### config.mk
export PLATFORM = sky130hd
export DESIGN_NAME = costas_pi_filter_flat
export DESIGN_NICKNAME = d
export VERILOG_FILES = /design/src/rtl/costas_pi_filter_if.sv /design/src/rtl/costas_pi_filter.sv /design/src/flat_wrapper.sv
export SDC_FILE = /design/constraint.sdc
export NUM_CORES = 1
export LEC_CHECK = 0
export CORE_MARGIN = 2
export CORE_UTILIZATION = 55
export CTS_CLUSTER_DIAMETER = 60
export DETAILED_ROUTE_END_ITERATION = 7
export GPL_TIMING_DRIVEN = 0
export MAX_ROUTING_LAYER = met4
export PLACE_DENSITY = 0.77
export SLEW_MARGIN = 40
export SYNTH_ARGS = -nofsm -noshare
export SYNTH_HDL_FRONTEND = slang
export SYNTH_SLANG_ARGS = --single-unit
export TNS_END_PERCENT = 10
### constraint.sdc
create_clock -name clk -period 21.1 [get_ports clk]
set_clock_uncertainty 0.05 [all_clocks]
set_input_delay 4.22 -clock clk [delete_from_list [all_inputs] [get_ports clk]]
set_output_delay 4.22 -clock clk [all_outputs]
set_load 0.05 [all_outputs]
### src/rtl/costas_pi_filter_if.sv
// costas_pi_filter_if
// Bundles the sample input and loop-output signals of the Costas-loop
// proportional-integral filter.
//
// Handshake: err_valid qualifies pd_err for one cycle. There is no ready. The
// filter takes every qualified sample except while it is in HOLD or freeze is
// high; refused samples are dropped, not stalled. pd_valid is a one-cycle
// strobe that marks the cycle in which pd carries a newly filtered word.
//
// Signals
//   err_valid : pd_err qualifier                    (master -> slave)
//   pd_err    : signed phase-detector error, ERR_W  (master -> slave)
//   freeze    : hold loop output, ignore samples    (master -> slave)
//   pd        : filtered phase-control word, PD_W   (slave -> master)
//   pd_valid  : one-cycle strobe, pd updated        (slave -> master)
//   state     : 00 ACQ, 01 TRACK, 10 HOLD           (slave -> master)
//   locked    : lock indicator                      (slave -> master)
interface costas_pi_filter_if #(
  parameter int ERR_W = 58,
  parameter int PD_W  = 24
);
  logic                    err_valid;
  logic signed [ERR_W-1:0] pd_err;
  logic                    freeze;
  logic [PD_W-1:0]         pd;
  logic                    pd_valid;
  logic [1:0]              state;
  logic                    locked;

  modport master (
    output err_valid, pd_err, freeze,
    input  pd, pd_valid, state, locked
  );

  modport slave (
    input  err_valid, pd_err, freeze,
    output pd, pd_valid, state, locked
  );
endinterface

### src/rtl/costas_pi_filter.sv
// costas_pi_filter
// Proportional-integral loop filter for a Costas carrier-recovery loop:
//   y(n) = y(n-1) + ((x(n) - x(n-1)) >>> KP) + (x(n-1) >>> KI)
// Gains are right shifts. They are wide during acquisition and narrow while
// tracking. y is a modular phase word, so it wraps and never saturates. A lock
// detector watches |pd_err| against LOCK_THR while the loop is tracking.
//
// Ports
//   clk : sole clock, rising edge
//   rst : synchronous, active-high reset
//   bus : costas_pi_filter_if slave (err_valid, pd_err, freeze in;
//         pd, pd_valid, state, locked out)
module costas_pi_filter #(
  parameter int              ERR_W     = 58,
  parameter int              PD_W      = 24,
  parameter int              ACQ_LEN   = 20000,
  parameter int              KP_ACQ_SH = 35,
  parameter int              KI_ACQ_SH = 38,
  parameter int              KP_TRK_SH = 38,
  parameter int              KI_TRK_SH = 41,
  parameter longint unsigned LOCK_THR  = 64'd1 << 40,
  parameter int              LOCK_CNT  = 64
) (
  input logic               clk,
  input logic               rst,
  costas_pi_filter_if.slave bus
);

  localparam int ACQ_W = (ACQ_LEN > 1) ? $clog2(ACQ_LEN) : 1;
  localparam int LCK_W = $clog2(LOCK_CNT + 1);
  localparam int DIF_W = ERR_W + 1;
  localparam int WM    = (DIF_W > PD_W) ? DIF_W : PD_W;

  typedef enum logic [1:0] {
    ST_ACQ   = 2'b00,
    ST_TRACK = 2'b01,
    ST_HOLD  = 2'b10,
    ST_BAD   = 2'b11
  } state_t;

  state_t                  state_q, state_d;
  logic [PD_W-1:0]         y_q;
  logic                    pd_valid_q;
  logic signed [ERR_W-1:0] x_prev_q;
  logic [ACQ_W-1:0]        acq_cnt_q;
  logic [LCK_W-1:0]        good_cnt_q, bad_cnt_q;
  logic                    locked_q;

  // HOLD and the unreachable encoding never take samples.
  logic accept;
  assign accept = bus.err_valid && !bus.freeze &&
                  (state_q == ST_ACQ || state_q == ST_TRACK);

  // The magnitude is taken one bit wider than the error, so the most negative
  // error gives a large positive value instead of wrapping to a small one.
  logic signed [DIF_W-1:0] x_ext, xp_ext, diff;
  logic [DIF_W-1:0]        mag;
  logic                    err_good;
  assign x_ext    = DIF_W'(bus.pd_err);
  assign xp_ext   = DIF_W'(x_prev_q);
  assign diff     = x_ext - xp_ext;
  assign mag      = x_ext[DIF_W-1] ? -x_ext : x_ext;
  assign err_good = 64'(mag) < LOCK_THR;

  // Arithmetic shifts floor toward -inf. Each term is sign-extended to a common
  // width and then cut to PD_W, so the sum wraps modulo 2^PD_W.
  logic signed [DIF_W-1:0] p_sh;
  logic signed [ERR_W-1:0] i_sh;
  logic signed [WM-1:0]    p_wide, i_wide;
  logic [PD_W-1:0]         y_next;
  always_comb begin
    p_sh = diff >>> KP_ACQ_SH;
    i_sh = x_prev_q >>> KI_ACQ_SH;
    if (state_q == ST_TRACK) begin
      p_sh = diff >>> KP_TRK_SH;
      i_sh = x_prev_q >>> KI_TRK_SH;
    end
    p_wide = WM'(p_sh);
    i_wide = WM'(i_sh);
    y_next = y_q + p_wide[PD_W-1:0] + i_wide[PD_W-1:0];
  end

  logic acq_last, good_last, bad_last, trk_acc, gain_lock, lose_lock;
  assign acq_last  = acq_cnt_q == ACQ_W'(ACQ_LEN - 1);
  assign good_last = good_cnt_q == LCK_W'(LOCK_CNT - 1);
  assign bad_last  = bad_cnt_q == LCK_W'(LOCK_CNT - 1);
  assign trk_acc   = accept && state_q == ST_TRACK;
  assign gain_lock = trk_acc && !locked_q && err_good && good_last;
  assign lose_lock = trk_acc && locked_q && !err_good && bad_last;

  always_ff @(posedge clk) begin
    if (rst) state_q <= ST_ACQ;
    else     state_q <= state_d;
  end

  always_comb begin
    state_d = state_q;
    case (state_q)
      ST_ACQ: begin
        if (bus.freeze)              state_d = ST_HOLD;
        else if (accept && acq_last) state_d = ST_TRACK;
      end
      ST_TRACK: begin
        if (bus.freeze)     state_d = ST_HOLD;
        else if (lose_lock) state_d = ST_ACQ;
      end
      ST_HOLD: begin
        // The acquisition count is kept, so an unlocked loop resumes where it
        // left off.
        if (!bus.freeze) state_d = locked_q ? ST_TRACK : ST_ACQ;
      end
      default: state_d = ST_ACQ;
    endcase
  end

  always_ff @(posedge clk) begin
    if (rst) begin
      y_q        <= '0;
      pd_valid_q <= 1'b0;
      x_prev_q   <= '0;
      acq_cnt_q  <= '0;
      good_cnt_q <= '0;
      bad_cnt_q  <= '0;
      locked_q   <= 1'b0;
    end else begin
      pd_valid_q <= accept;
      if (accept) begin
        y_q      <= y_next;
        x_prev_q <= bus.pd_err;
      end
      if (accept && state_q == ST_ACQ) begin
        if (acq_last) begin
          acq_cnt_q  <= '0;
          good_cnt_q <= '0;
          bad_cnt_q  <= '0;
        end else begin
          acq_cnt_q <= acq_cnt_q + ACQ_W'(1);
        end
      end
      if (trk_acc) begin
        if (!locked_q) begin
          if (!err_good)      good_cnt_q <= '0;
          else if (gain_lock) begin
            good_cnt_q <= '0;
            bad_cnt_q  <= '0;
            locked_q   <= 1'b1;
          end else            good_cnt_q <= good_cnt_q + LCK_W'(1);
        end else begin
          if (err_good)       bad_cnt_q <= '0;
          else if (lose_lock) begin
            bad_cnt_q  <= '0;
            good_cnt_q <= '0;
            acq_cnt_q  <= '0;
            locked_q   <= 1'b0;
          end else            bad_cnt_q <= bad_cnt_q + LCK_W'(1);
        end
      end
    end
  end

  assign bus.pd       = y_q;
  assign bus.pd_valid = pd_valid_q;
  assign bus.state    = state_q;
  assign bus.locked   = locked_q;

endmodule

### src/flat_wrapper.sv
// flat-port wrapper written by rule: the top's interface ports become plain ports
module costas_pi_filter_flat 
#(
  parameter int              ERR_W     = 58,
  parameter int              PD_W      = 24,
  parameter int              ACQ_LEN   = 20000,
  parameter int              KP_ACQ_SH = 35,
  parameter int              KI_ACQ_SH = 38,
  parameter int              KP_TRK_SH = 38,
  parameter int              KI_TRK_SH = 41,
  parameter longint unsigned LOCK_THR  = 64'd1 << 40,
  parameter int              LOCK_CNT  = 64
)
  (clk, rst, bus_err_valid, bus_pd_err, bus_freeze, bus_pd, bus_pd_valid, bus_state, bus_locked);
  costas_pi_filter_if #(.ERR_W(ERR_W), .PD_W(PD_W)) bus_i ();
  input logic clk;
  input logic rst;
  input wire logic [$bits(bus_i.err_valid)-1:0] bus_err_valid;
  input wire logic [$bits(bus_i.pd_err)-1:0] bus_pd_err;
  input wire logic [$bits(bus_i.freeze)-1:0] bus_freeze;
  output wire logic [$bits(bus_i.pd)-1:0] bus_pd;
  output wire logic [$bits(bus_i.pd_valid)-1:0] bus_pd_valid;
  output wire logic [$bits(bus_i.state)-1:0] bus_state;
  output wire logic [$bits(bus_i.locked)-1:0] bus_locked;
  assign bus_i.err_valid = bus_err_valid;
  assign bus_i.pd_err = bus_pd_err;
  assign bus_i.freeze = bus_freeze;
  assign bus_pd = bus_i.pd;
  assign bus_pd_valid = bus_i.pd_valid;
  assign bus_state = bus_i.state;
  assign bus_locked = bus_i.locked;
  costas_pi_filter #(.ERR_W(ERR_W), .PD_W(PD_W), .ACQ_LEN(ACQ_LEN), .KP_ACQ_SH(KP_ACQ_SH), .KI_ACQ_SH(KI_ACQ_SH), .KP_TRK_SH(KP_TRK_SH), .KI_TRK_SH(KI_TRK_SH), .LOCK_THR(LOCK_THR), .LOCK_CNT(LOCK_CNT)) u_core (.clk(clk), .rst(rst), .bus(bus_i));
endmodule
==> metrics.txt <==
Setup crit end kind=flip-flop; most common cell after layout, fill and taps aside=nand2_1; Site Rows=48; most frequent cells in the layout=nand2_1, a21oi_1, inv_1; Max Fclk=91.59 MHz; Initial DRC Count=615; post-DR wirelength/cell=16.72 µm; fin crit share=0.5175; postcts setup bufs=0; CTS tree=done; Worst-Margin Slew=849.9 ps; Max Used Layer=met4; Clk pwr share=0.378; Synth Area in XOR/XNOR=0.05012; Synth Area in Adders=0.1568; TritonCTS buffer count=17; H-tree depth=4; CTS clk-pin slew, worst paths=50 ps; Mapped Avg Cell Area=7.514 µm²; final core utilization=0.6646; clk root buf=clkbuf_16; post-detail-place hpwl=20900 µm; ant diodes=0; Post-CTS Resized=0; Sw Share=0.3472; layout cells sized above 1=0.05718; cell taking the most area after synthesis=dfxtp_1; Area contributors post-synth=dfxtp_1, ha_1, nand2_1; DIE WIDTH=136.2 µm; clock buffer depth=2; RSZ-0062 raised after global routing=no; metal3 WL=1948 µm; drt first pass iters=6; number of flops mapped to enable cells by yosys=0; Static Leak=4.379 nW; post-synthesis instance total=1279; # IOs=90; Clock Sinks=115; vias in the first global route=8897; Synth Flop Type=dfxtp_1; CP required=21360 ps; Via density=5.889; GPL Wtd Cong=1.009; detailed-route DRC error count=0; Worst Setup Start Kind=primary input; Final setup viols=0; sequential power share=0.284; outcome=finished clean; peak supply drop=0.06314 mV; Global Route Usage Sum=0.3097; post-route ant nets=0; main combinational cell family by area after synthesis=simple AND/OR/NAND/NOR gates; global-route wire length before repair=43970 µm; met1 wire length=12180 µm; Initial Util=0.5595; Die Ht=136.2 µm; switching power=0.2907 mW; Post-CTS Hold Fix Bufs=0; Synth top area share=0.2396; Hold Crit Class=flip-flop to flip-flop; endpoints failing hold=0; Combinational Power Share=0.338; sequential area share after synthesis=0.2396; synthesized net count=1447; met2 wire length=12220 µm; Final Max Tran Viols=0; Port Buffer Count=89; Worst-Skew Late Latency=430 ps; synth unique cells=86; Syn Std Cell Area=9610 µm²; post-layout min period=10920 ps; crit path max fanout=6; largest net degree at the start of global routing=17; post-synthesis mux area share=0.01601; Routed WL=27150 µm; Core Box Area=17180 µm²; GRT overflow=0; Synthesis Warnings=0; Max Cap Violations=0; initial antenna violation count=0; Setup TNS Final=0 ps; Yosys reg bits=115; WP data arrival=11180 ps; fin nets=1555; path type of the worst setup path=primary input to flip-flop; asr flop ratio synth=0; routed vias=9563; relative slew slack=0.4334; Synth Area in Compound Gates=0.2237; P_int=0.5466 mW; area delta synth->final=18.77%; PwrDens=73.35 nW/µm²; Simple-Gate Fraction of Synth Area=0.2498; Die Area=18550 µm²
==> power by group through the flow <==
stage / registers (mW) / clock network (mW) / logic [mW]
2_1_floorplan: 0.260 / 0 / 0.183
3_3_place_gp: 0.242 / 0 / 0.273
5_1_grt: 0.239 / 0.329 / 0.314
3_5_place_dp: 0.242 / 0 / 0.275
4_1_cts: 0.238 / 0.318 / 0.280
6_report: 0.238 / 0.317 / 0.283
==> sequential cells by signal, indices dropped and copies added (netlist names) <==
name,flops
u_core.x_prev_q,58
u_core.bus.pd_valid,1
u_core.bus.state,2
u_core.bad_cnt_q,7
u_core.bus.locked,1
u_core.good_cnt_q,7
u_core.acq_cnt_q,15
u_core.bus.pd,24
==> cell usage after synthesis (all sizes together), types with 4 or more instances <==
cell	instances
mux2i	12
o41ai	4
dfxtp	115
inv	117
o31ai	5
and2	8
ha	82
or2	5
nor3b	4
a21oi	158
o21bai	7
xor2	22
nor2b	10
o211ai	5
nand3	41
o21a	13
nand2	224
and3	12
a311oi	4
xnor2	33
a21o	19
nand2b	14
a31oi	4
a31o	4
or4	5
nand4	17
nor4b	4
nor3	28
nor4	19
o21ai	75
nor2	81
clkbuf	40
a211oi	11
fa	24
==> cell type report <==
| class | instances | area [µm²] |
|---|---|---|
| clock buffer | 19 | 452.9 |
| multi-input combinational | 1004 | 6693 |
| timing repair buffer | 89 | 890.9 |
| clock inverter | 12 | 178.9 |
| buffer | 43 | 176.4 |
| inverter | 117 | 439.2 |
| tap | 225 | 281.5 |
| sequential | 115 | 2302 |
| fill | 1558 | 5762 |
==> worst max-delay path: stages <==
cell and delay (ps):
clkdlybuf4s50_1 480, ha_1 420, nand3_1 160, or4_1 560, a2111oi_2 520, a21oi_2 120
and4bb_2 310, o41ai_1 500, a21oi_1 160, xnor2_1 250, nor2_1 70, a21oi_1 180
fa_1 450, ha_1 380, a21oi_1 170, a21oi_1 80, a211oi_1 430, nand4_1 260
a41oi_1 460, o2111ai_1 210, a21oi_1 230, nand2_1 70, mux2i_1 170, mux2_1 330
==> layer usage <==
layer / global-route usage / vias up
li1: - / 4691
met1: 0.3990 / 4483
met2: 0.4799 / 327
met3: 0.06339 / 62
met4: 0.1163 / 0
met5: - / -
==> metrics by stage <==
stage,hold slack (ps),power [mW],cell area (µm²),std cells,setup slack (ps)
2_1_floorplan,377.4,0.4426,9610,1279,11420
3_3_place_gp,387.3,0.5146,10780,1593,9947
3_5_place_dp,394.6,0.5177,10780,1593,9896
4_1_cts,402.3,0.8355,11410,1624,10290
5_1_grt,416.9,0.8814,11410,1624,9691
6_report,401.9,0.8373,11410,1624,10180
==> final timing paths <==
kind | startpoint | endpoint | slack (ps) | cells past startpoint
max | bus_pd_err[31] | u_core.bus.pd[23]$_SDFFE_PP0P_ | 10180 | 24
min | u_core.x_prev_q[1]$_SDFFE_PP0P_ | u_core.x_prev_q[1]$_SDFFE_PP0P_ | 400 | 2
max reg2reg | u_core.x_prev_q[31]$_SDFFE_PP0P_ | u_core.bus.pd[23]$_SDFFE_PP0P_ | 14140 | 24
min reg2reg | u_core.x_prev_q[1]$_SDFFE_PP0P_ | u_core.x_prev_q[1]$_SDFFE_PP0P_ | 400 | 2
==> logic make-up after synthesis <==
group / count (synthesis)
AOI/OAI and AO/OA: 343
xor gates and xnor gates: 55
adders and majority gates: 106
buffers and inverters: 160
DFF: 115
muxes: 15
and+or+nand+nor: 485
Power figures use the tool's default switching activity.
